===== src/rtl/interrupt_sequencer.sv =====
// interrupt_sequencer: 8259-style priority resolver, in-service register and INTA acknowledge sequencer.
module interrupt_sequencer #(
  parameter int VECTOR_BASE_W = 5
) (
  input  logic                     clk,
  input  logic                     reset,
  input  logic [7:0]               interrupt_req_register,
  input  logic [7:0]               interrupt_mask,
  input  logic [VECTOR_BASE_W-1:0] vector_base,
  input  logic                     auto_eoi,
  input  logic                     rotate_on_eoi,
  input  logic                     inta_n,
  input  logic                     eoi_cmd,
  input  logic                     eoi_specific,
  input  logic [2:0]               eoi_level,
  output logic                     int_out,
  output logic [7:0]               clear_interrupt_req,
  output logic [7:0]               in_service_register,
  output logic [VECTOR_BASE_W+2:0] vector_out,
  output logic                     vector_valid
);
  typedef enum logic [1:0] {IDLE, PENDING, ACK1, ACK2} state_t;
  state_t      state;
  logic [2:0]  lowest, sel, isr_top, win, lvl, eoi_lvl;
  logic [3:0]  isr_rank;
  logic [7:0]  req, set_mask, clr_mask;
  logic        inta_q, spurious, win_any, inta_fall, inta_rise, eoi_hit, auto_hit;
  assign req       = interrupt_req_register & ~interrupt_mask;
  assign inta_fall = inta_q & ~inta_n;
  assign inta_rise = ~inta_q & inta_n;
  // Rank i is the level lowest+1+i; scanning ranks downward leaves the highest-priority hit.
  always_comb begin
    isr_rank = 4'd8;
    isr_top = 3'd0;
    win_any = 1'b0;
    win = 3'd0;
    lvl = 3'd0;
    for (int i = 7; i >= 0; i--) begin
      lvl = lowest + 3'(i) + 3'd1;
      if (in_service_register[lvl]) begin
        isr_rank = 4'(i);
        isr_top = lvl;
      end
    end
    for (int i = 7; i >= 0; i--) begin
      lvl = lowest + 3'(i) + 3'd1;
      if (req[lvl] && 4'(i) < isr_rank) begin
        win_any = 1'b1;
        win = lvl;
      end
    end
  end
  assign eoi_hit  = eoi_cmd & (eoi_specific | (|in_service_register));
  assign eoi_lvl  = eoi_specific ? eoi_level : isr_top;
  assign auto_hit = (state == ACK2) & vector_valid & inta_rise & auto_eoi & ~spurious;
  assign set_mask = (8'd1 << win) & {8{(state == PENDING) & inta_fall & win_any}};
  assign clr_mask = ((8'd1 << eoi_lvl) & {8{eoi_hit}}) | ((8'd1 << sel) & {8{auto_hit}});
  always_ff @(posedge clk or posedge reset) begin
    if (reset) begin
      state <= IDLE;
      lowest <= 3'd7;
      sel <= 3'd0;
      spurious <= 1'b0;
      inta_q <= 1'b1;
      int_out <= 1'b0;
      clear_interrupt_req <= 8'd0;
      in_service_register <= 8'd0;
      vector_out <= '0;
      vector_valid <= 1'b0;
    end else begin
      inta_q <= inta_n;
      // Set is OR-ed after the clear so a same-bit EOI loses to a new acknowledge.
      in_service_register <= (in_service_register & ~clr_mask) | set_mask;
      clear_interrupt_req <= set_mask;
      if (rotate_on_eoi && (auto_hit || eoi_hit)) lowest <= auto_hit ? sel : eoi_lvl;
      case (state)
        IDLE: if (win_any) begin
          state <= PENDING;
          int_out <= 1'b1;
        end
        PENDING: if (inta_fall) begin
          state <= ACK1;
          int_out <= 1'b0;
          sel <= win_any ? win : 3'd7;
          spurious <= ~win_any;
        end
        ACK1: if (inta_rise) state <= ACK2;
        ACK2: if (inta_fall) begin
          vector_valid <= 1'b1;
          vector_out <= {vector_base, sel};
        end else if (inta_rise && vector_valid) begin
          vector_valid <= 1'b0;
          state <= IDLE;
        end
        default: state <= IDLE;
      endcase
    end
  end
endmodule


===== config.mk =====
export PLATFORM = sky130hd
export DESIGN_NAME = interrupt_sequencer
export DESIGN_NICKNAME = d
export VERILOG_FILES = /design/src/rtl/interrupt_sequencer.sv
export SDC_FILE = /design/constraint.sdc
export NUM_CORES = 1
export LEC_CHECK = 0
export ABC_CLOCK_PERIOD_IN_PS = 4400
export CAP_MARGIN = 20
export CELL_PAD_IN_SITES_DETAIL_PLACEMENT = 1
export CELL_PAD_IN_SITES_GLOBAL_PLACEMENT = 2
export CORE_AREA = 2 2 113 115
export DETAILED_ROUTE_END_ITERATION = 7
export DIE_AREA = 0 0 115 117
export HOLD_SLACK_MARGIN = 0.1
export PLACE_DENSITY = 0.75
export SLEW_MARGIN = 20
export SYNTH_ARGS = -nofsm -noshare
export SYNTH_HDL_FRONTEND = slang
export SYNTH_SLANG_ARGS = --single-unit

===== constraint.sdc =====
create_clock -name clk -period 4.4 [get_ports clk]
set_input_delay 0.66 -clock clk [delete_from_list [all_inputs] [get_ports clk]]
set_output_delay 0.66 -clock clk [all_outputs]
set_load 0.03 [all_outputs]

### Word level (Yosys, flattened, before mapping)

Cells that the tools add are included.

| operators by class | value |
|---|---|
| order comparisons | 16 |
| mux-type cells | 78 |
| bitwise gates (word level) | 23 |
| shifts and indexed selects | 3 |
| reductions and logical operators | 20 |
| add/sub/neg operators | 14 |
| eq/ne operators | 8 |

Operators by type and width:

| operator | count |
|---|---|
| 2-to-1 mux 3 bit | 19 |
| binary-select mux 1 bit (select 3 bit) | 16 |
| bitwise AND 8 bit | 5 |
| < comparator 3 x 4 -> 1 bit (second input constant) | 8 |
| 2-to-1 mux 4 bit | 8 |
| 2-to-1 mux 1 bit | 28 |
| adder 3 x 1 -> 3 bit (second input constant) | 8 |
| << shifter 1 x 3 -> 8 bit (first input constant) | 3 |
| < comparator 3 x 4 -> 1 bit (first input constant) | 4 |
| NOT 8 bit | 2 |
| OR 8 bit | 2 |
| adder 3 bit (second input constant) | 4 |
| logical AND 1 bit | 10 |
| 2-to-1 mux 2 bit | 5 |
| bitwise AND 1 bit | 9 |
| < comparator 1 x 4 -> 1 bit (first input constant) | 2 |
| < comparator 2 x 4 -> 1 bit (first input constant) | 2 |
| != test 2 bit (second input constant) | 4 |
| one-hot mux 2 bit (4 select lines) | 1 |
| OR reduction 8 bit | 1 |
| adder 3 x 2 -> 3 bit (second input constant) | 2 |
| AND reduction 2 bit | 3 |
| AND reduction 5 bit | 1 |
| equality test 2 bit (second input constant) | 2 |
| 9 further kinds | 13 |

| storage, ports and cells | value |
|---|---|
| input port bits | 31 |
| output and inout bits | 26 |
| register bits after elaboration | 36 |
| logic and storage cells | 172 |

### Longest topological paths before layout

| logic depth | value |
|---|---|
| depth after elaboration | 25 |
| gate-level depth with buffers | 17 |
| mapped depth without buffers | 11 |

### Worst setup path after synthesis

OpenSTA, ideal clock, no wires.

| path | value |
|---|---|
| path type | reg2reg |
| from | register lowest[0] |
| to | register state[1] |
| arrival time | 4.170 ns |
| path buffers | 3 |
| cell stages (with the launch flop) | 15 |
| setup time | 0.125 ns |
| data required time | 4.275 ns |
| setup slack | 0.105 ns |
| cells stage by stage | dfstp_2 buf_2 inv_2 buf_2 ha_1 buf_6 mux2_4 mux4_2 o211a_1 or3_4 o41ai_4 and2_1 nor4_1 nor3b_1 mux2_2 |

| between the ends | value |
|---|---|
| longest elaborated chain between the ends | 24 |
| elaborated cells between the ends (all ways) | 80 |
| classes of those cells | add/sub: 14; order compare: 8; eq/ne: 1; mux: 48; reduce/logical: 9 |

Ends and longest elaborated chain:

| what | RTL line | text |
|---|---|---|
| start, declared | 24 | `logic [2:0] lowest, sel, isr_top, win, lvl, eoi_lvl;` |
| start signal, assigned | 75 | `if (rotate_on_eoi && (auto_hit \|\| eoi_hit)) lowest <= auto_hit ? sel : eoi_lvl;` |
| adder 3 bit | 39, 46 |  |
| adder 3 x 1 -> 3 bit | 39, 46 |  |
| binary-select mux 1 bit (select 3 bit) | 40 | `if (in_service_register[lvl]) begin` |
| 2-to-1 mux 1 bit (implied by the code) | 40 |  |
| 2-to-1 mux 4 bit (8 in series) | 40 |  |
| < comparator 3 x 4 -> 1 bit | 47 | `if (req[lvl] && 4'(i) < isr_rank) begin` |
| logical AND 1 bit | 47 |  |
| 2-to-1 mux 1 bit (7 in series) | 47 |  |
| 2-to-1 mux 1 bit * | 47 |  |
| != test 2 bit (no line) * | -- |  |
| AND reduction 5 bit (no line) * | -- |  |
| end signal, assigned | 60 | `state <= IDLE;` |
| end signal, assigned | 78 | `state <= PENDING;` |
| end signal, assigned | 82 | `state <= ACK1;` |
| end, declared | 23 | `state_t state;` |

Every way passes the cells marked *; elsewhere a longest branch is shown, timed or not. The select of a mux whose other input is x is not followed.
A chain may end at the register's enable or synchronous reset.

### Worst setup path after layout

| path | value |
|---|---|
| from | register lowest[0] |
| to | register in_service_register[7] |

| between the ends | value |
|---|---|
| longest elaborated chain between the ends | 25 |
| elaborated cells between the ends (all ways) | 104 |
| classes of those cells | add/sub: 14; order compare: 8; shift: 2; mux: 65; bitwise: 7; reduce/logical: 8 |

Ends and longest elaborated chain:

| what | RTL line | text |
|---|---|---|
| adder 3 bit | 39, 46 |  |
| adder 3 x 1 -> 3 bit | 39, 46 |  |
| binary-select mux 1 bit (select 3 bit) | 40 |  |
| 2-to-1 mux 1 bit (implied by the code) | 40 |  |
| 2-to-1 mux 4 bit (8 in series) | 40 |  |
| < comparator 3 x 4 -> 1 bit | 47 |  |
| logical AND 1 bit | 47 |  |
| 2-to-1 mux 3 bit or 2-to-1 mux 1 bit (tied branches) (8 in series) | 47 |  |
| << shifter 1 x 3 -> 8 bit or bitwise AND 1 bit (tied branches) | 56 | `assign set_mask = (8'd1 << win) & {8{(state == PENDING) & inta_fall & win_any}};` |
| bitwise AND 8 bit | 56 |  |
| OR 8 bit * | 73 | `in_service_register <= (in_service_register & ~clr_mask) \| set_mask;` |
| end signal, assigned | 73 |  |
| end, declared | 18 | `output logic [7:0] in_service_register,` |

Marked as above.

==> out/qor.log <==
qor: cts.ctsRootBufferMaster sky130_fd_sc_hd__clkbuf_16
qor: worst_setup_path.cp-end-kind flip-flop
qor: routing.dr_total_vias 3,534
qor: routing.initialDrtViolationCount 206
qor: grt.number_of_global_route_vias_before_repair 3,679
qor: cts.h-tree-depth 2
qor: yosys.ys_seq_elements 36
qor: floorplanning.initial_core_util 30.3%
qor: worst_setup_path.rr_startpoint lowest[0]$_DFFE_PP1P_
qor: yosys.synth_top_flop_cell sky130_fd_sc_hd__dfrtp_1
qor: sta.clock-skew-final 0.00431 ns
qor: worst_setup_path.critPathKind flip-flop to flip-flop
qor: worst_setup_path.cp_data_arrival_time 4.28 ns
qor: sta.setup_viol 0
qor: worst_setup_path.critPathMostFrequentCell sky130_fd_sc_hd__and2_1
qor: finish.finalNetCount 490
qor: floorplanning.dieHeight 117 um
qor: placed_design.post-dp-hpwl 9860 um
qor: worst_setup_path.crit_start lowest[0]$_DFFE_PP1P_
qor: grt.grt_first_pass_wirelength 20,500 um
qor: sta.final_max_slew_viol_count 0
qor: routing.route.antenna.remaining_nets 0
qor: floorplanning.core 12,300 um^2
qor: finish.final_layout_fill_cell_count 1,427
qor: worst_setup_path.slowest_delay 0.54 ns
qor: cts.cts.reportedPaths.clkPinSlew 0.06 ns
qor: cts.worstSkewPairLatency 0.28 ns
qor: routing.avgViaCountPerCell 5.86
qor: finish.synthToLayoutAreaGrowth 25.0%
qor: finish.antennaDiodeCount 0
qor: sta.report.final.hold_viol_count 0
qor: sta.finalSetupTns 0 ns
qor: yosys.mean_area_per_synthesized_cell 9.42 um^2
qor: sta.timing.slew.headroom 54.7%
qor: yosys.synth.yosys.seq_area_share 24.3%
qor: finish.fraction_of_final_layout_cells_with_drive_strength_greater_than_1 21.6%
qor: placed_design.io_buffers 56
qor: floorplanning.floorplan.rows 41
qor: floorplanning.design.die.area 13,500 um^2
qor: job.max-cap-violations 0
qor: worst_setup_path.timing.critical_path.fanout_max 27
qor: routing.routed.top_layer met4
qor: yosys.synth_enable_flop_cells 0
qor: yosys.synth-async-reset-ratio 100%
qor: sta.ratio_of_final_minimum_period_to_clock_period 93.9%
qor: yosys.postSynthCellCount 396
qor: cts.cts_made_buffers 5
qor: min_path.holdCritStartpoint vector_out[5]$_DFFE_PP0P_
qor: cts.tritoncts_clock_tree yes
qor: placed_design.routabilityCongestion 0.906
qor: finish.ff_latch_area 906 um^2
qor: yosys.cell_area_synth 3730 um^2
qor: worst_setup_path.crit_required 4.55 ns
qor: routing.remaining_design_rule_violation_count 0
qor: yosys.net_count_after_synthesis 434
qor: routing.met2_length 6220 um
qor: sta.setup_repair_after_global_routing_missed_its_margin false
qor: cts.ctsLongestPathBuffers 2
qor: grt.grtUsageTotal 19.6%
qor: sta.final.min_clock_period 4.13 ns
qor: routing.wl_per_cell 21.7 um
qor: finish.finish.utilization 37.9%
qor: finish.multiInputGateArea 2670 um^2
qor: grt.antenna_found_initial 0
qor: sta.achievable-frequency 0.242 GHz
qor: yosys.yosys_warnings 0
qor: placed_design.place_ws 0.129 ns
qor: worst_setup_path.slowest_stage sky130_fd_sc_hd__dfstp_2
qor: grt.grt_overflow 0
qor: worst_setup_path.critical_path.cell_chain buf_4 > ha_2 > inv_1 > mux4_2 > and2_1 > a22oi_1 > o41ai_4 > and2_1 > o31a_4 > a21bo_1 > o31ai_1
qor: sta.worst_slew_pin_slew 0.677 ns
qor: run_status.result_of_the_run finished clean
qor: min_path.hold_class flip-flop to flip-flop
qor: routing.finalWirelength 13,100 um
qor: worst_setup_path.timing.critical_path.from_type flip-flop
qor: routing.met1_length 5910 um
qor: yosys.synth.lib_cells_used.distinct 66
qor: cts.cts_num_sinks 36
qor: routing.met3WireLength 770 um
qor: cts.count_of_buffers_added_by_post_cts_timing_repair_for_setup 0
qor: sta.setup_slack 0.268 ns
qor: floorplanning.ios 57
qor: routing.drt-pass1-iter-count 4
qor: grt.grt_max_degree 37
qor: floorplanning.die_x 115 um
-- critical path, delay by kind of cell (launching register included) --
| kind | cells | cell delay [ns] |
|---|---|---|
| buffers and inverters | 2 | 0.55 |
| AND/OR/NAND/NOR | 2 | 0.45 |
| multiplexers | 1 | 0.49 |
| flip-flops | 1 | 0.54 |
| AO/OA/AOI/OAI | 5 | 1.53 |
| adder cells (fa/ha/maj) | 1 | 0.41 |
-- cells in the mapped netlist, types with 4 or more instances --
cell,number,share of area [%]
sky130_fd_sc_hd__nor2b_1,11,1.8
sky130_fd_sc_hd__or2_2,11,1.8
sky130_fd_sc_hd__dfrtp_1,32,21
sky130_fd_sc_hd__nand2b_1,14,2.3
sky130_fd_sc_hd__nor3_1,12,1.6
sky130_fd_sc_hd__dfstp_2,4,2.8
sky130_fd_sc_hd__buf_2,7,0.94
sky130_fd_sc_hd__clkbuf_1,13,1.3
sky130_fd_sc_hd__nand2_1,31,3.1
sky130_fd_sc_hd__mux2_2,18,5.4
sky130_fd_sc_hd__and2_1,5,0.84
sky130_fd_sc_hd__o31ai_1,10,2.0
sky130_fd_sc_hd__mux4_2,25,15
sky130_fd_sc_hd__a21oi_1,19,2.5
sky130_fd_sc_hd__o21ai_0,16,2.1
sky130_fd_sc_hd__nand3_1,6,0.81
sky130_fd_sc_hd__ha_1,7,2.3
sky130_fd_sc_hd__o211ai_1,6,1.2
sky130_fd_sc_hd__o22ai_1,6,1.0
sky130_fd_sc_hd__nor2_1,27,2.7
sky130_fd_sc_hd__o221ai_1,12,2.8
sky130_fd_sc_hd__inv_1,15,1.5
sky130_fd_sc_hd__mux2_4,4,1.6
sky130_fd_sc_hd__nand4_1,4,0.67
sky130_fd_sc_hd__mux2i_1,21,5.6
-- state kept, by name, indices dropped and copies added, names as in the netlist --
signal,cells
inta_q,1
lowest,3
int_out,1
in_service_register,8
vector_valid,1
state,2
sel,3
clear_interrupt_req,8
spurious,1
vector_out,8
-- metal layers --
metal  up-vias  track usage (%)
met3        14             3.66
met2       104             32.0
li1       1635                -
met4         0             4.34
met5         -                0
met1      1781             27.3
-- through the flow --
step	instances	hold WS (ns)	area (um^2)
floorplan	396	0.483	3730
global placement	595	0.489	4480
detailed placement	595	0.493	4480
CTS	603	0.505	4630
global route	603	0.526	4660
finish	603	0.505	4660
-- cell type report --
| class | count | share of cell area (%) |
|---|---|---|
| clock inverter | 1 | 0.161 |
| timing repair buffer | 72 | 14.7 |
| clock buffer | 7 | 3.06 |
| sequential | 36 | 19.4 |
| tap | 150 | 4.02 |
| inverter | 17 | 1.37 |
| multi-input combinational | 320 | 57.3 |
-- cell usage in the layout, fill, tap and decap left out, types with 2 or more instances in the layout --
master / count
sky130_fd_sc_hd__o32ai_1: 2
sky130_fd_sc_hd__nor4_1: 3
sky130_fd_sc_hd__o221ai_1: 12
sky130_fd_sc_hd__xor2_1: 2
sky130_fd_sc_hd__mux2i_1: 21
sky130_fd_sc_hd__nand3_1: 6
sky130_fd_sc_hd__and2_1: 5
sky130_fd_sc_hd__inv_1: 15
sky130_fd_sc_hd__mux4_2: 25
sky130_fd_sc_hd__clkbuf_16: 5
sky130_fd_sc_hd__nand3b_1: 3
sky130_fd_sc_hd__nor3_1: 12
sky130_fd_sc_hd__xnor2_1: 2
sky130_fd_sc_hd__a32oi_1: 2
sky130_fd_sc_hd__buf_4: 15
sky130_fd_sc_hd__nor2b_1: 11
sky130_fd_sc_hd__mux2_4: 4
sky130_fd_sc_hd__ha_1: 5
sky130_fd_sc_hd__a21oi_1: 19
sky130_fd_sc_hd__mux2_2: 18
sky130_fd_sc_hd__nand4_1: 4
sky130_fd_sc_hd__o311ai_0: 2
sky130_fd_sc_hd__o21a_1: 3
sky130_fd_sc_hd__inv_2: 2
sky130_fd_sc_hd__a31oi_1: 3
sky130_fd_sc_hd__nand2_1: 31
sky130_fd_sc_hd__o211ai_1: 6
sky130_fd_sc_hd__o22ai_1: 6
sky130_fd_sc_hd__a22oi_1: 3
sky130_fd_sc_hd__nor2_1: 26
sky130_fd_sc_hd__o31ai_1: 10
sky130_fd_sc_hd__clkdlybuf4s50_1: 56
sky130_fd_sc_hd__dfstp_2: 4
sky130_fd_sc_hd__or2_2: 11
sky130_fd_sc_hd__o21ai_0: 16
sky130_fd_sc_hd__nand2b_1: 14
sky130_fd_sc_hd__and3_1: 3
sky130_fd_sc_hd__dfrtp_1: 32
-- cells by family (layout without fill, tap and decap cells) --
logic type,count (synthesis),after routing,synth area share [%]
fa+ha+maj,7,7,2.35
flops,36,36,24.3
buf+inv,40,97,4.76
simple gates,136,136,18.8
mux,68,68,27.8
xor+xnor,5,5,1.54
compound gates,104,104,20.5
-- final timing paths --
check | end | slack, ns | depth (start not counted)
max in group asynchronous | inta_q$_DFF_PP1_ | 3.24 | 3
max reg2reg | in_service_register[7]$_DFF_PP0_ | 0.27 | 11
max | in_service_register[7]$_DFF_PP0_ | 0.27 | 11
min reg2reg | vector_out[5]$_DFFE_PP0P_ | 0.50 | 1
min | vector_out[5]$_DFFE_PP0P_ | 0.50 | 1
min in group asynchronous | clear_interrupt_req[1]$_DFF_PP0_ | 0.80 | 3
-- repair_timing --
action	in CTS	in global routing
endpoints found under the setup margin	0	19
hold endpoints to repair	0	0
gates resized for setup	0	6
hold buffers	0	0
Power is left out: the tool's default activity adds up to more than one toggle a clock period on the data nets, which glitch-free logic cannot reach.
